## config.mk

```make
export PLATFORM = sky130hd
export DESIGN_NAME = mseq_load_packer
export DESIGN_NICKNAME = d
export VERILOG_FILES = /design/src/rtl/mseq_load_packer.sv
export SDC_FILE = /design/constraint.sdc
export NUM_CORES = 1
export LEC_CHECK = 0
export CAP_MARGIN = 20
export CORE_UTILIZATION = 26
export DETAILED_ROUTE_END_ITERATION = 8
export PLACE_DENSITY = 0.51
export SLEW_MARGIN = 20
export SYNTH_ARGS = -nofsm -noshare
export SYNTH_HDL_FRONTEND = slang
export SYNTH_SLANG_ARGS = --single-unit
```

## constraint.sdc

```tcl
create_clock -name clk_i -period 12.6 [get_ports clk_i]
set_input_delay 1.26 -clock clk_i [delete_from_list [all_inputs] [get_ports clk_i]]
set_output_delay 1.26 -clock clk_i [all_outputs]
set_load 0.1 [all_outputs]
```

## src/rtl/mseq_load_packer.sv

```systemverilog
// Packs memory read beats into sequential-buffer lines for the shuffle stage.
// Strips start misalignment, splits straddling beats, emits a short tail line.
module mseq_load_packer #(
    parameter int unsigned NrExits   = 4,
    parameter int unsigned DLEN      = 64,
    parameter int unsigned BeatBytes = 16,
    parameter int unsigned LenBits   = 16,
    localparam int unsigned LineBytes = NrExits * DLEN / 8,
    localparam int unsigned OffW      = $clog2(BeatBytes)
) (
    input  logic                     clk_i,
    input  logic                     rst_ni,
    input  logic                     cmd_valid_i,
    output logic                     cmd_ready_o,
    input  logic [OffW-1:0]          cmd_offset_i,
    input  logic [LenBits-1:0]       cmd_len_i,
    input  logic                     beat_valid_i,
    output logic                     beat_ready_o,
    input  logic [8*BeatBytes-1:0]   beat_data_i,
    input  logic                     beat_last_i,
    output logic                     line_valid_o,
    input  logic                     line_ready_i,
    output logic [8*LineBytes-1:0]   line_nb_o,
    output logic [2*LineBytes-1:0]   line_en_o,
    output logic                     line_last_o,
    output logic                     err_o
);

    localparam int unsigned RdW = OffW + 1;
    localparam int unsigned WrW = $clog2(LineBytes) + 1;

    typedef enum logic [1:0] {
        IDLE,
        PACK,
        DRAIN
    } state_e;

    state_e                 state_q;
    logic [RdW-1:0]         rd_off_q;
    logic [WrW-1:0]         wr_ptr_q;
    logic [LenBits-1:0]     rem_q;
    logic                   line_valid_q;
    logic                   line_last_q;
    logic                   err_q;
    logic [8*LineBytes-1:0] line_q, line_d;
    logic [2*LineBytes-1:0] en_q, en_d;

    logic [LenBits-1:0] room_beat, room_line, n, rem_left;
    logic               packing, move, beat_end, line_end, consume, done;

    always_comb begin
        room_beat = LenBits'(BeatBytes) - LenBits'(rd_off_q);
        room_line = LenBits'(LineBytes) - LenBits'(wr_ptr_q);
        n         = room_beat;
        if (room_line < n) n = room_line;
        if (rem_q < n)     n = rem_q;
        rem_left  = rem_q - n;
        done      = (rem_left == '0);
        beat_end  = (room_beat == n) || done;
        line_end  = (room_line == n) || done;
        packing   = (state_q == PACK) && !line_valid_q;
        move      = packing && beat_valid_i;
        consume   = move && beat_end;
    end

    // Byte lane j of the line takes beat byte (j - wr_ptr + rd_off) when in range.
    always_comb begin
        int               rel;
        logic [OffW-1:0]  src;
        line_d = line_q;
        en_d   = en_q;
        rel    = 0;
        src    = '0;
        for (int j = 0; j < int'(LineBytes); j++) begin
            rel = j - int'(wr_ptr_q);
            src = OffW'(rel + int'(rd_off_q));
            if (rel >= 0 && rel < int'(n)) begin
                line_d[8*j +: 8] = beat_data_i[8*src +: 8];
                en_d[2*j +: 2]   = 2'b11;
            end
        end
    end

    always_ff @(posedge clk_i or negedge rst_ni) begin
        if (!rst_ni) begin
            state_q      <= IDLE;
            rd_off_q     <= '0;
            wr_ptr_q     <= '0;
            rem_q        <= '0;
            line_valid_q <= 1'b0;
            line_last_q  <= 1'b0;
            err_q        <= 1'b0;
            line_q       <= '0;
            en_q         <= '0;
        end else begin
            unique case (state_q)
                IDLE: begin
                    if (cmd_valid_i) begin
                        rem_q    <= cmd_len_i;
                        rd_off_q <= {1'b0, cmd_offset_i};
                        wr_ptr_q <= '0;
                        state_q  <= PACK;
                    end
                end
                PACK: begin
                    if (line_valid_q) begin
                        if (line_ready_i) begin
                            line_valid_q <= 1'b0;
                            line_last_q  <= 1'b0;
                            en_q         <= '0;
                            wr_ptr_q     <= '0;
                        end
                    end else if (beat_valid_i) begin
                        line_q   <= line_d;
                        en_q     <= en_d;
                        rem_q    <= rem_left;
                        wr_ptr_q <= wr_ptr_q + WrW'(n);
                        rd_off_q <= consume ? '0 : rd_off_q + RdW'(n);
                        // Count is authoritative; beat_last only flags disagreement.
                        if (consume && (done != beat_last_i)) err_q <= 1'b1;
                        if (line_end) begin
                            line_valid_q <= 1'b1;
                            line_last_q  <= done;
                        end
                        if (done) state_q <= DRAIN;
                    end
                end
                DRAIN: begin
                    if (line_valid_q && line_ready_i) begin
                        line_valid_q <= 1'b0;
                        line_last_q  <= 1'b0;
                        en_q         <= '0;
                        wr_ptr_q     <= '0;
                        state_q      <= IDLE;
                    end
                end
                default: state_q <= IDLE;
            endcase
        end
    end

    assign cmd_ready_o  = (state_q == IDLE);
    assign beat_ready_o = packing && beat_end;
    assign line_valid_o = line_valid_q;
    assign line_nb_o    = line_q;
    assign line_en_o    = en_q;
    assign line_last_o  = line_last_q;
    assign err_o        = err_q;

endmodule

```

==> results of run 1 <==
## timing repair
| action | 4_1_cts | 5_1_grt |
|---|---|---|
| endpoints found under the hold margin | 0 | 0 |
| resized for setup | 0 | 2 |
| endpoints found under the setup margin | 0 | 1 |
## metal layers
layer	vias up	share of wire (%)	GRT usage [%]
met1	12900	40	25.3
met2	819	49	36.5
li1	11700	-	-
met4	14	4.0	7.61
met3	168	7.0	4.82
met5	-	0.071	0
## how the worst min path moves through the flow
stage | start | endpoint | slack (ps) | cells past startpoint
after detailed placement | line_nb_o[248] | line_nb_o[248] | 490 | 1
after global placement | line_nb_o[227] | line_nb_o[227] | 490 | 1
after global routing | line_nb_o[251] | line_nb_o[251] | 510 | 1
after CTS | line_nb_o[248] | line_nb_o[248] | 500 | 1
after floorplan | rem_q[2] | rem_q[2] | 510 | 2
final | line_nb_o[31] | line_nb_o[31] | 500 | 1
## flip-flops by register name, indices dropped and copies added (netlist names)
register,flops
line_valid_o,1
line_last_o,1
state_q,2
line_nb_o,256
rem_q,16
line_en_o,32
wr_ptr_q,6
err_o,1
rd_off_q,5
## stage by stage
| stage | instance area (um^2) | util, % | std cells | setup WS (ps) | hold WS, ps |
|---|---|---|---|---|---|
| global route | 38900 | 33.4 | 4829 | 136 | 513 |
| detailed placement | 37500 | 32.2 | 4756 | 1340 | 492 |
| global placement | 37500 | 32.2 | 4756 | 1570 | 487 |
| CTS | 38900 | 33.4 | 4829 | 628 | 505 |
| floorplan | 30700 | - | 2819 | 406 | 506 |
| finish | 38900 | 33.4 | 4830 | 858 | 503 |
## area by class of cell
type	count	area [um^2]	share of cell area, %
multi-input cells	2268	22000	56.5
flip-flops and latches	320	8010	20.6
repair buffers	545	5280	13.6
well taps	1524	1910	4.90
clock buffers	57	1160	2.97
inverters	99	372	0.955
clock inverters	16	219	0.563
diodes	1	2.50	0.00643
## synthesized netlist by cell type, types with 74 or more instances
cell      instances  area [um^2]
a21o_1          107          803
a21oi_1         146          731
clkbuf_1         76          285
dfrtp_1         320         8010
ha_1            471         5890
inv_1            98          368
mux2_2          256         2880
mux2i_1         267         2670
mux4_2          128         2880
nand2_1         101          379
nor2_1           88          330
o21ai_0         127          636
xnor2_1          74          648
## kinds of logic (layout without fill, tap and decap cells)
| logic type | count (synthesis) | after routing | share of synthesized area [%] |
|---|---|---|---|
| AO/OA/AOI/OAI | 651 | 651 | 14.2 |
| buffers and inverters | 231 | 717 | 3.27 |
| flip-flops | 320 | 320 | 26.1 |
| other | 0 | 1 | 0 |
| adder cells (fa/ha/maj) | 478 | 478 | 19.7 |
| XOR/XNOR | 100 | 100 | 2.86 |
| multiplexers | 652 | 652 | 27.6 |
| AND/OR/NAND/NOR | 387 | 387 | 6.27 |
==> flow_summary.yaml, run 1 <==
run_status:
  outcome: "complete, no violations"
routing:
  post-route-drc-count: 0
  via_per_inst: 5.30
  wl_mm: 129
  firstDrtPassIters: 5
  drt_iter0_drc: 1626
  avgRoutedWirePerCell_um: 26.7
  vias: 25600
  antenna_left: 0
clocking:
  cts-htree-levels: 2
  cts_setup_buffers: 0
  clk_path_buf_depth: 3
  clock_latency_ps: 620
  clkSlewWorstSetupHoldPaths_ps: 70
  cts-hold-fix-buffers: 0
  cts.sinks: 320
  clock-root-buffer: "clkbuf_16"
  cts_tree: "built"
  cts_buffers: 41
floorplanning:
  initial_core_util_pct: 26.3
  dieArea_mm2: 0.119
  die_w_um: 345
  core_area_mm2: 0.117
  placementRows: 125
  die_h_um: 345
  ioPinCount: 479
worst_hold_path:
  hp-class: "flop to flop"
global_routing:
  overflow: 0
  grt_pass1_wl_mm: 186
  grt_use_total_pct: 21.1
  grt_pass1_vias: 25700
  antenna_found_initial: 10
  grt_max_degree: 78
layout:
  layout-drive-gt1-share_pct: 18.2
  nets: 3907
  syn2layout_area_growth_pct: 26.9
  final_common_cell: "clkdlybuf4s50_1"
  most-common-layout-cells: "471 x clkdlybuf4s50_1, 469 x ha_1, 320 x dfrtp_1"
  nFillCells: 11800
yosys:
  synth_seq_area_share_pct: 26.1
  synth_edf_count: 0
  syn_avg_cell_area_um2: 10.9
  ys_warn_count: 0
  synthesis.nets: 3451
  synth_cell_type_count: 76
  synthArstFlopShare_pct: 100
  synth_cells: 2819
  synthFlopType: "dfrtp_1"
  synth-seq-cells: 320
  syn-cell-area_mm2: 0.0307
critical_path:
  rr_worst_depth: 34
  r2r-start: "wr_ptr_q[1]"
  setup.worst_path.end: "beat_ready_o"
  worstSetupStartpoint: "wr_ptr_q[1]"
  critical_path_depth: 33
  setup.worst_path.end_class: "primary output"
  critPathMaxFanout: 17
  critPathBufInv: 8
  slowest_stage: "or4_4"
  required_ps: 11340
  critPathLaunchType: "flop"
  cp.arrival_ps: 10480
  cp_top_family: "compound AO/OA/AOI/OAI gates"
  r2r_slack_ps: 2800
  slowest_delay_ps: 680
  r2r_end: "line_nb_o[165]"
  critPathKind: "flop to primary output"
timing:
  fin_setup_tns_ps: 0
  final.setup_skew_ps: 60.1
  hold_viol_final: 0
  relSlewSlack_pct: 23.6
  fmax_mhz: 85.2
  final-setup-viol-count: 0
  rsz0062_at_grt: "false"
  min_period_ps: 11740
  finalCritPeriodShare_pct: 93.2
  drv_slew: 0
  worst_pin_slew_ps: 1140
placement:
  gp_congestion: 0.925
  port_buffers: 478
  hpwl_mm: 103
run:
  maxCapViolations: 0
Power of run 1 is left out: the tool's default activity adds up to more than one toggle a clock period on the data nets, which glitch-free logic cannot reach.
==> run 2, diff against run 1 <==
CTS_BUF_LIST = sky130_fd_sc_hd__clkbuf_4 sky130_fd_sc_hd__clkbuf_8 sky130_fd_sc_hd__clkbuf_16   (was not set)
==> run 2 against run 1 <==
  * Sequential share of layout area barely moved
  * Register-to-register slack got worse by 40 ps
  * Die area unchanged
  * Final area about the same
  * Final cell count unchanged
  * Hold slack is essentially flat
  * Wire length hardly changed
  * Flip-flop and latch count stayed put
  * Worst setup slack got worse by 60 ps
  * Largest cell class unchanged
==> flow_summary.yaml, run 2 (synthesis results as in run 1) <==
layout:
  nFillCells: 11800
  final_common_cell: "clkdlybuf4s50_1"
  regArea_mm2: 0.00801
  most-common-layout-cells: "471 x clkdlybuf4s50_1, 469 x ha_1, 320 x dfrtp_1"
  largest_reg_flops: 256
  nets: 3907
  syn2layout_area_growth_pct: 27.0
  layout-drive-gt1-share_pct: 18.4
  multiInputGateArea_mm2: 0.0220
worst_hold_path:
  holdCritStartpoint: "line_nb_o[31]"
  hp-class: "flop to flop"
  min_to: "line_nb_o[31]"
  hold_depth: 1
routing:
  wl_mm: 129
  firstDrtPassIters: 6
  via_per_inst: 5.30
  drt_iter0_drc: 1681
  avgRoutedWirePerCell_um: 26.7
  antenna_left: 0
  vias: 25600
  post-route-drc-count: 0
global_routing:
  antenna_found_initial: 11
  overflow: 0
  grt_pass1_wl_mm: 186
  grtUsageMet2_pct: 36.5
  grtUsageMet3_pct: 4.85
  grt_max_degree: 78
  busiest_layer: "met2"
  grt_pass1_vias: 25700
  grt_use_total_pct: 21.1
  use_met1_pct: 25.2
floorplanning:
  dieArea_mm2: 0.119
  die_h_um: 345
  die_w_um: 345
  initial_core_util_pct: 26.3
  ioPinCount: 479
  placementRows: 125
  core_area_mm2: 0.117
clocking:
  clock-root-buffer: "clkbuf_16"
  cts_setup_buffers: 0
  clk_path_buf_depth: 3
  clkSlewWorstSetupHoldPaths_ps: 70
  cts_tree: "built"
  cts-htree-levels: 2
  clock_latency_ps: 620
  cts_buffers: 41
  cts.sinks: 320
critical_path:
  rr_worst_depth: 34
  critPathKind: "flop to primary output"
  r2r-start: "wr_ptr_q[1]"
  slowest_delay_ps: 680
  setup.worst_path.end_class: "primary output"
  critPathLaunchType: "flop"
  slowest_stage: "or4_4"
  cp.arrival_ps: 10540
  critPathMaxFanout: 17
  required_ps: 11340
  r2r_slack_ps: 2760
  r2r_end: "line_nb_o[161]"
timing:
  hold_viol_final: 0
  final-setup-viol-count: 0
  relSlewSlack_pct: 22.4
  drv_slew: 0
  fmax_mhz: 84.7
  final.setup_skew_ps: 62.9
  fin_setup_tns_ps: 0
  worst_pin_slew_ps: 1160
  finalCritPeriodShare_pct: 93.7
  rsz0062_at_grt: "false"
  min_period_ps: 11800
placement:
  hpwl_mm: 103
  gp_congestion: 0.925
  port_buffers: 478
run:
  maxCapViolations: 0
run_status:
  outcome: "complete, no violations"
==> run 2: cell count changes in the layout (fill, tap and decap cells not counted) <==
| cell | before | now |
|---|---|---|
| clkbuf_4 | 0 | 9 |
| clkbuf_1 | 9 | 0 |
==> run 2: what timing repair did <==
item,in CTS,in global routing
setup endpoints to repair,0,1
resized for setup,0,2
hold buffers,0,0
==> run 2: how the worst max path moves through the flow <==
stage                     cells past startpoint           end        start
after floorplan                              31  beat_ready_o  wr_ptr_q[4]
after global placement                       32  beat_ready_o  wr_ptr_q[2]
after detailed placement                     29  beat_ready_o  wr_ptr_q[2]
after CTS                                    29  beat_ready_o  wr_ptr_q[2]
after global routing                         34  beat_ready_o  wr_ptr_q[1]
final                                        33  beat_ready_o  wr_ptr_q[1]
==> run 2: final cells by class <==
type | count | area share (%)
Antenna cell | 1 | 0.00643
Clock buffer | 57 | 3.06
Clock inverter | 16 | 0.562
Inverter | 99 | 0.954
Multi-Input combinational cell | 2268 | 56.4
Sequential cell | 320 | 20.6
Tap cell | 1524 | 4.90
Timing Repair Buffer | 545 | 13.6
==> run 2: critical path: cells and delay by family, from the launching register on <==
kind,cells,cell delay (ps)
and+or+nand+nor,10,2590
buffers and inverters,8,1960
DFF,1,360
AOI/OAI and AO/OA,9,2720
xor gates and xnor gates,1,370
adders and majority gates,4,1560
muxes,1,310
==> run 2: metrics by stage <==
step	instances	cell area [um^2]	setup slack (ps)	hold WS, ps	utilization (%)
5_1_grt	4829	38900	138	513	33.4
2_1_floorplan	2819	30700	406	506	-
6_report	4830	38900	798	503	33.4
3_5_place_dp	4756	37500	1340	492	32.2
3_3_place_gp	4756	37500	1570	487	32.2
4_1_cts	4829	38900	628	505	33.4
==> run 2: metal layers <==
layer  up-vias  routed length [um]  share of wire, %
met1     12900               52100                40
met5         -                  82             0.064
met3       170                8930               6.9
met4        14                5220               4.1
met2       784               62500                49
li1      11700                   -                 -
Power of run 2 is left out for the same reason.
